==> src/rtl/adc_link_pkg.sv <==
// Shared constants and types for the serial ADC link (responder and controller wrappers).
package adc_link_pkg;
    localparam int DATA_WIDTH = 12;
    localparam int NUM_CH     = 8;
    localparam int CH_W       = $clog2(NUM_CH);
    localparam int CFG_BITS   = 6;
    localparam int CNT_W      = 4;

    // Bit positions inside the 6-bit configuration word
    localparam int SD     = 5;
    localparam int CH_MSB = 4;
    localparam int CH_LSB = 2;
    localparam int UNI    = 1;
    localparam int SLP    = 0;

    typedef enum logic {IDLE, SHIFT} state_t;
endpackage

==> src/rtl/adc_serial_responder_if.sv <==
// Four-wire ADC link: controller drives SCLK/CS_N/DIN, device drives DOUT.
interface adc_serial_responder_if;
    logic sclk;
    logic cs_n;
    logic din;
    logic dout;

    modport master (output sclk, cs_n, din, input dout);
    modport slave  (input sclk, cs_n, din, output dout);
endinterface

==> src/rtl/adc_pin_sync.sv <==
// Multi-flop synchronizer for one asynchronous pin, with rise/fall detection on the synced value.
module adc_pin_sync #(
    parameter int   SYNC_STAGES = 2,
    parameter logic RST_VAL     = 1'b0
) (
    input  logic clk,
    input  logic rst_n,
    input  logic pin,
    output logic sync,
    output logic rise,
    output logic fall
);
    logic [SYNC_STAGES-1:0] chain;
    logic                   dly;

    always_ff @(posedge clk or negedge rst_n) begin
        if (!rst_n) begin
            chain <= {SYNC_STAGES{RST_VAL}};
            dly   <= RST_VAL;
        end else begin
            chain <= (chain << 1) | SYNC_STAGES'(pin);
            dly   <= sync;
        end
    end

    assign sync = chain[SYNC_STAGES-1];
    assign rise = sync & ~dly;
    assign fall = ~sync & dly;
endmodule

==> src/rtl/adc_serial_responder.sv <==
// Device end of the pipelined serial ADC link: decodes the config word and returns the
// sample of the channel selected by the previous frame.
module adc_serial_responder
    import adc_link_pkg::*;
#(
    parameter int SYNC_STAGES = 2
) (
    input  logic                           clk,
    input  logic                           rst_n,
    input  logic [NUM_CH*DATA_WIDTH-1:0]   ch_data,
    adc_serial_responder_if.slave          link,
    output logic [CH_W-1:0]                cfg_channel,
    output logic                           frame_done,
    output logic                           frame_err
);
    logic sclk_s, sclk_rise, sclk_fall;
    logic cs_s, cs_rise, cs_fall;
    logic din_s, din_rise, din_fall;

    adc_pin_sync #(.SYNC_STAGES(SYNC_STAGES), .RST_VAL(1'b0)) u_sclk (
        .clk(clk), .rst_n(rst_n), .pin(link.sclk), .sync(sclk_s), .rise(sclk_rise), .fall(sclk_fall));
    adc_pin_sync #(.SYNC_STAGES(SYNC_STAGES), .RST_VAL(1'b1)) u_cs (
        .clk(clk), .rst_n(rst_n), .pin(link.cs_n), .sync(cs_s), .rise(cs_rise), .fall(cs_fall));
    adc_pin_sync #(.SYNC_STAGES(SYNC_STAGES), .RST_VAL(1'b0)) u_din (
        .clk(clk), .rst_n(rst_n), .pin(link.din), .sync(din_s), .rise(din_rise), .fall(din_fall));

    logic unused_pins;
    assign unused_pins = ^{sclk_s, cs_s, din_rise, din_fall};

    state_t                state, state_n;
    logic [DATA_WIDTH-1:0] shift_reg, shift_n;
    logic [CFG_BITS-1:0]   cfg, cfg_n;
    logic [CNT_W-1:0]      bit_cnt, cnt_n;
    logic                  dout_r, dout_n;
    logic [CH_W-1:0]       ch_n;
    logic                  done_n, err_n;

    always_ff @(posedge clk or negedge rst_n) begin
        if (!rst_n) begin
            state       <= IDLE;
            shift_reg   <= '0;
            cfg         <= '0;
            bit_cnt     <= '0;
            dout_r      <= 1'b0;
            cfg_channel <= '0;
            frame_done  <= 1'b0;
            frame_err   <= 1'b0;
        end else begin
            state       <= state_n;
            shift_reg   <= shift_n;
            cfg         <= cfg_n;
            bit_cnt     <= cnt_n;
            dout_r      <= dout_n;
            cfg_channel <= ch_n;
            frame_done  <= done_n;
            frame_err   <= err_n;
        end
    end

    always_comb begin
        state_n = state;
        shift_n = shift_reg;
        cfg_n   = cfg;
        cnt_n   = bit_cnt;
        dout_n  = dout_r;
        ch_n    = cfg_channel;
        done_n  = 1'b0;
        err_n   = 1'b0;
        case (state)
            IDLE: begin
                dout_n = 1'b0;
                if (cs_fall) begin
                    // Sample is frozen here; later ch_data changes do not reach this frame
                    shift_n = ch_data[cfg_channel*DATA_WIDTH +: DATA_WIDTH];
                    dout_n  = shift_n[DATA_WIDTH-1];
                    cnt_n   = '0;
                    cfg_n   = '0;
                    state_n = SHIFT;
                end
            end
            SHIFT: begin
                if (cs_rise) begin
                    state_n = IDLE;
                    dout_n  = 1'b0;
                    if (bit_cnt >= CNT_W'(CFG_BITS) && cfg[SD]) begin
                        ch_n   = cfg[CH_MSB:CH_LSB];
                        done_n = 1'b1;
                    end else begin
                        err_n = 1'b1;
                    end
                end else if (!cs_fall) begin
                    // A CS_N edge in the same cycle swallows any SCLK edge
                    if (sclk_rise) begin
                        if (bit_cnt < CNT_W'(CFG_BITS))
                            cfg_n = {cfg[CFG_BITS-2:0], din_s};
                        if (bit_cnt != {CNT_W{1'b1}})
                            cnt_n = bit_cnt + 1'b1;
                    end else if (sclk_fall) begin
                        shift_n = {shift_reg[DATA_WIDTH-2:0], 1'b0};
                        dout_n  = shift_n[DATA_WIDTH-1];
                    end
                end
            end
            default: state_n = IDLE;
        endcase
    end

    assign link.dout = dout_r;
endmodule

==> src/flat_wrapper.sv <==
// flat-port wrapper written by rule: the top's interface ports become plain ports
module adc_serial_responder_flat import adc_link_pkg::*;
#(
    parameter int SYNC_STAGES = 2
)
  (clk, rst_n, ch_data, cfg_channel, frame_done, frame_err, link_sclk, link_cs_n, link_din, link_dout);
  adc_serial_responder_if link_i ();
  input  logic clk;
  input  logic rst_n;
  input  logic [NUM_CH*DATA_WIDTH-1:0] ch_data;
  output logic [CH_W-1:0] cfg_channel;
  output logic frame_done;
  output logic frame_err;
  input wire logic [$bits(link_i.sclk)-1:0] link_sclk;
  input wire logic [$bits(link_i.cs_n)-1:0] link_cs_n;
  input wire logic [$bits(link_i.din)-1:0] link_din;
  output wire logic [$bits(link_i.dout)-1:0] link_dout;
  assign link_i.sclk = link_sclk;
  assign link_i.cs_n = link_cs_n;
  assign link_i.din = link_din;
  assign link_dout = link_i.dout;
  adc_serial_responder #(.SYNC_STAGES(SYNC_STAGES)) u_core (.clk(clk), .rst_n(rst_n), .ch_data(ch_data), .link(link_i), .cfg_channel(cfg_channel), .frame_done(frame_done), .frame_err(frame_err));
endmodule
==> config.mk <==
export PLATFORM = sky130hd
export DESIGN_NAME = adc_serial_responder_flat
export DESIGN_NICKNAME = d
export VERILOG_FILES = /design/src/rtl/adc_link_pkg.sv /design/src/rtl/adc_serial_responder_if.sv /design/src/rtl/adc_pin_sync.sv /design/src/rtl/adc_serial_responder.sv /design/src/flat_wrapper.sv
export SDC_FILE = /design/constraint.sdc
export NUM_CORES = 1
export LEC_CHECK = 0
export BUFFER_PORTS_ARGS = -buffer_cell sky130_fd_sc_hd__buf_2
export CORE_MARGIN = 8
export CORE_UTILIZATION = 30
export CTS_CLUSTER_SIZE = 10
export DETAILED_ROUTE_END_ITERATION = 6
export GPL_TIMING_DRIVEN = 0
export HOLD_SLACK_MARGIN = 0.1
export SYNTH_ARGS = -nofsm -noshare
export SYNTH_HDL_FRONTEND = slang
export SYNTH_SLANG_ARGS = --single-unit
==> constraint.sdc <==
create_clock -name clk -period 3.7 [get_ports clk]
set_clock_uncertainty 0.05 [all_clocks]
set_input_delay 0.185 -clock clk [delete_from_list [all_inputs] [get_ports clk]]
set_output_delay 0.185 -clock clk [all_outputs]
set_load 0.01 [all_outputs]
==> qor.csv <==
stage,metric,value,unit
routing,vias post-DR,1950,
cts,clock buffer depth,2,
synthesis,post-synthesis xor/xnor area fraction,0.3840,%
routing,wire length per cell,15.91,um
timing,FMAX,0.5092,GHz
grt,total track usage,12.68,%
cts,TritonCTS clock tree,built,
setup_path,Worst Path Required,3820,ps
cts,CTS sink count,36,
placed_design,placed cells,387,
die,initial core utilization,31.28,%
routing,ANT nets after route,0,
synthesis,number of synthesized flops with an enable pin,0,
timing,relative slew slack,47.66,%
cts,htree depth,2,
cts,worst skew pair latency,290,ps
cells_and_area,n_diodes,0,
job,MaxCap Viol Count,0,
timing,Worst-Margin Slew,785.1,ps
hold_path,Hold Path Depth,4,
placed_design,Post-DP HPWL,5133,um
grt,largest net degree at the start of global routing,37,
die,die width,103.2,um
cells_and_area,max reg flops,11,
synthesis,Post-Syn Area per Cell,12.53,um2
timing,Final setup viols,0,
pwr,Max VDD drop,0.1949,mV
setup_path,worst r2r dst,u_core.shift_reg[6]$_DFFE_PN0P_,
synthesis,area of the mapped netlist,2281,um2
synthesis,sequential area share after synthesis,39.66,%
synthesis,mux share of post-synthesis cell area,33.74,%
grt,met3 Usage GRT,3.548,%
setup_path,path depth of the worst reg2reg path,6,
setup_path,crit start category,flop,
die,core area,7292,um2
grt,vias in the first global route,2208,
setup_path,crit-path max FO,10,
cells_and_area,# fillers,738,
setup_path,R2R Path Start,u_core.cfg_channel[2]$_DFFE_PN0P_,
cells_and_area,most frequent cells in the layout,"buf_2 (110), dfrtp_1 (33), nand2_1 (26)",
pwr,LEAKAGE,1.476,nW
setup_path,WP data arrival,2080,ps
pwr,Power Total,1.082,mW
cells_and_area,NumNets Final,402,
cells_and_area,post-route insts no fill,399,
synthesis,post-synthesis compound-gate area fraction,6.967,%
synthesis,Synth Area in Simple Gates,13.93,%
timing,RSZ-0062 raised after global routing,no,
cts,Root Buffer,clkbuf_8,
cells_and_area,share of post-route cells with drive strength above 1,51.67,%
hold_path,worst hold path startpoint,ch_data[75],
grt,GRT overflow,0,
synthesis,Gate Count Post-Synth,182,
timing,Slew Limit Fails,0,
synthesis,"FF+latch count, synth",36,
placed_design,final weighted congestion in routability-driven placement,0.7490,
die,height of the die,103.2,um
timing,final worst path period need,1964,ps
routing,vias per inst,4.887,
cts,"Clk pin slew, worst setup/hold paths",70,ps
die,top-level port count,107,
outcome,status,"complete, no violations",
grt,Top Usage Layer GRT,met2,
synthesis,Synth cell types,36,
hold_path,HP Class,input port to flop,
pwr,pwr dens,350.7,nW/um2
cts,CTS resizes,0,
routing,TritonRoute pass-1 iters,4,
grt,global-route wire length before repair,10480,um
synthesis,Yosys warning count,0,
setup_path,critical path class,flop to flop,
synthesis,Post-synth top flop,dfrtp_1,
grt,GR Layer Usage met2,22.08,%
timing,Tcrit/Tclk final,53.07,%
cts,CTS Buf Count,5,
synthesis,Synth Area in Adders,1.097,%
routing,DR iter-0 viols,78,
die,die area,10650,um2
grt,antenna violations before repair,0,
die,# rows,31,
synthesis,largest family of logic cells by synthesized area,multiplexers,
cts,Post-CTS Setup Bufs,0,
setup_path,CP endpoint kind,flop,
cells_and_area,Area Growth Syn to Fin,35.33,%
hold_path,WHS Endpoint,u_core.shift_reg[3]$_DFFE_PN0P_,
timing,"Hold Violations, Final",0,
timing,worst hold slack,275.6,ps
synthesis,syn_nets,285,
grt,GR Util met1,15.05,%
timing,Fin Setup TNS,0,ps
cells_and_area,"commonest non-fill, non-tap cell in the layout",buf_2,
setup_path,r2r setup slk,1740,ps
placed_design,port buffer count,106,
routing,Residual DRC,0,
routing,DRT Wirelength,6349,um
synthesis,Post-synth ARST share,100.0,%
worst max-delay path, stage by stage (launching register included):
cell      delay (ps)
dfrtp_1          340
buf_2            210
clkbuf_1         450
mux4_2           390
mux2_2           280
nand2_1           70
nand3_1           70
cell type report:
cell class | count | area (um2) | share of cell area (%)
clock buffer | 5 | 68.82 | 2.229
sequential | 36 | 904.6 | 29.31
inverter | 6 | 22.52 | 0.7296
timing repair buffer | 110 | 570.5 | 18.48
tap | 99 | 123.9 | 4.013
buffer | 11 | 73.82 | 2.392
multi-input combinational | 129 | 1280 | 41.47
clock inverter | 3 | 42.54 | 1.378
per-layer routing:
| metal | up-vias | wire length, um | part of all wire, % |
|---|---|---|---|
| met5 | - | 0 | 0 |
| met4 | 0 | 55 | 0.87 |
| met3 | 4 | 361 | 5.7 |
| met2 | 52 | 3245 | 51 |
| met1 | 954 | 2687 | 42 |
| li1 | 940 | - | - |
metrics by stage:
step | setup slack (ps) | instance area (um2) | utilization, %
final | 1736 | 3087 | 42.33
after global routing | 1608 | 3087 | 42.33
after CTS | 1703 | 3087 | 42.33
after detailed placement | 1722 | 2935 | 40.25
after global placement | 1727 | 2935 | 40.25
after floorplan | 1916 | 2281 | -
synth_stat cells (2+ instances only):
cell      count  area, um2
nand4_1       8      50.05
ha_1          2      25.02
nand3_1      15      75.07
a21oi_1       3      15.01
nor2_1        2      7.510
nand2_1      26      97.59
inv_1         6      22.52
a22oi_1       2      15.01
and2_1        4      25.02
dfstp_2       3      78.83
mux2_2       11      123.9
a21bo_2       6      60.06
dfrtp_1      33      825.8
mux4_1       12      315.3
o21ai_0       6      30.03
buf_2         4      20.02
mux2i_1       6      60.06
clkbuf_1      3      11.26
and3_1        2      12.51
mux4_2       12      270.3
where the power goes:
group,switching [mW],internal [mW]
registers,0.0528,0.464
clock network,0.140,0.199
logic,0.102,0.124
cells by family (layout without fill, tap and decap cells):
logic type / Yosys count / in the layout
AOI/OAI and AO/OA: 22 / 22
muxes: 41 / 41
buffers and inverters: 17 / 135
adders and majority gates: 2 / 2
DFF: 36 / 36
and+or+nand+nor: 63 / 63
xor gates and xnor gates: 1 / 1
how the worst max path moves through the flow:
stage                                            from                              end  slack (ps)  cells past startpoint
floorplan           u_core.cfg_channel[0]$_DFFE_PN0P_  u_core.shift_reg[0]$_DFFE_PN0P_        1920                      5
global placement            u_core.u_cs.dly$_DFF_PN1_        u_core.cfg[2]$_DFFE_PN0P_        1730                      5
detailed placement  u_core.cfg_channel[2]$_DFFE_PN0P_  u_core.shift_reg[6]$_DFFE_PN0P_        1720                      6
CTS                         u_core.u_cs.dly$_DFF_PN1_        u_core.cfg[2]$_DFFE_PN0P_        1700                      5
global route        u_core.cfg_channel[2]$_DFFE_PN0P_  u_core.shift_reg[5]$_DFFE_PN0P_        1610                      6
finish              u_core.cfg_channel[2]$_DFFE_PN0P_  u_core.shift_reg[6]$_DFFE_PN0P_        1740                      6
timing repair:
action                                 in CTS  in global routing
setup endpoints to repair                   0                  0
endpoints found under the hold margin      36                  0
hold buffers                                4                  0
No activity file was read; power rests on OpenSTA's default activity.
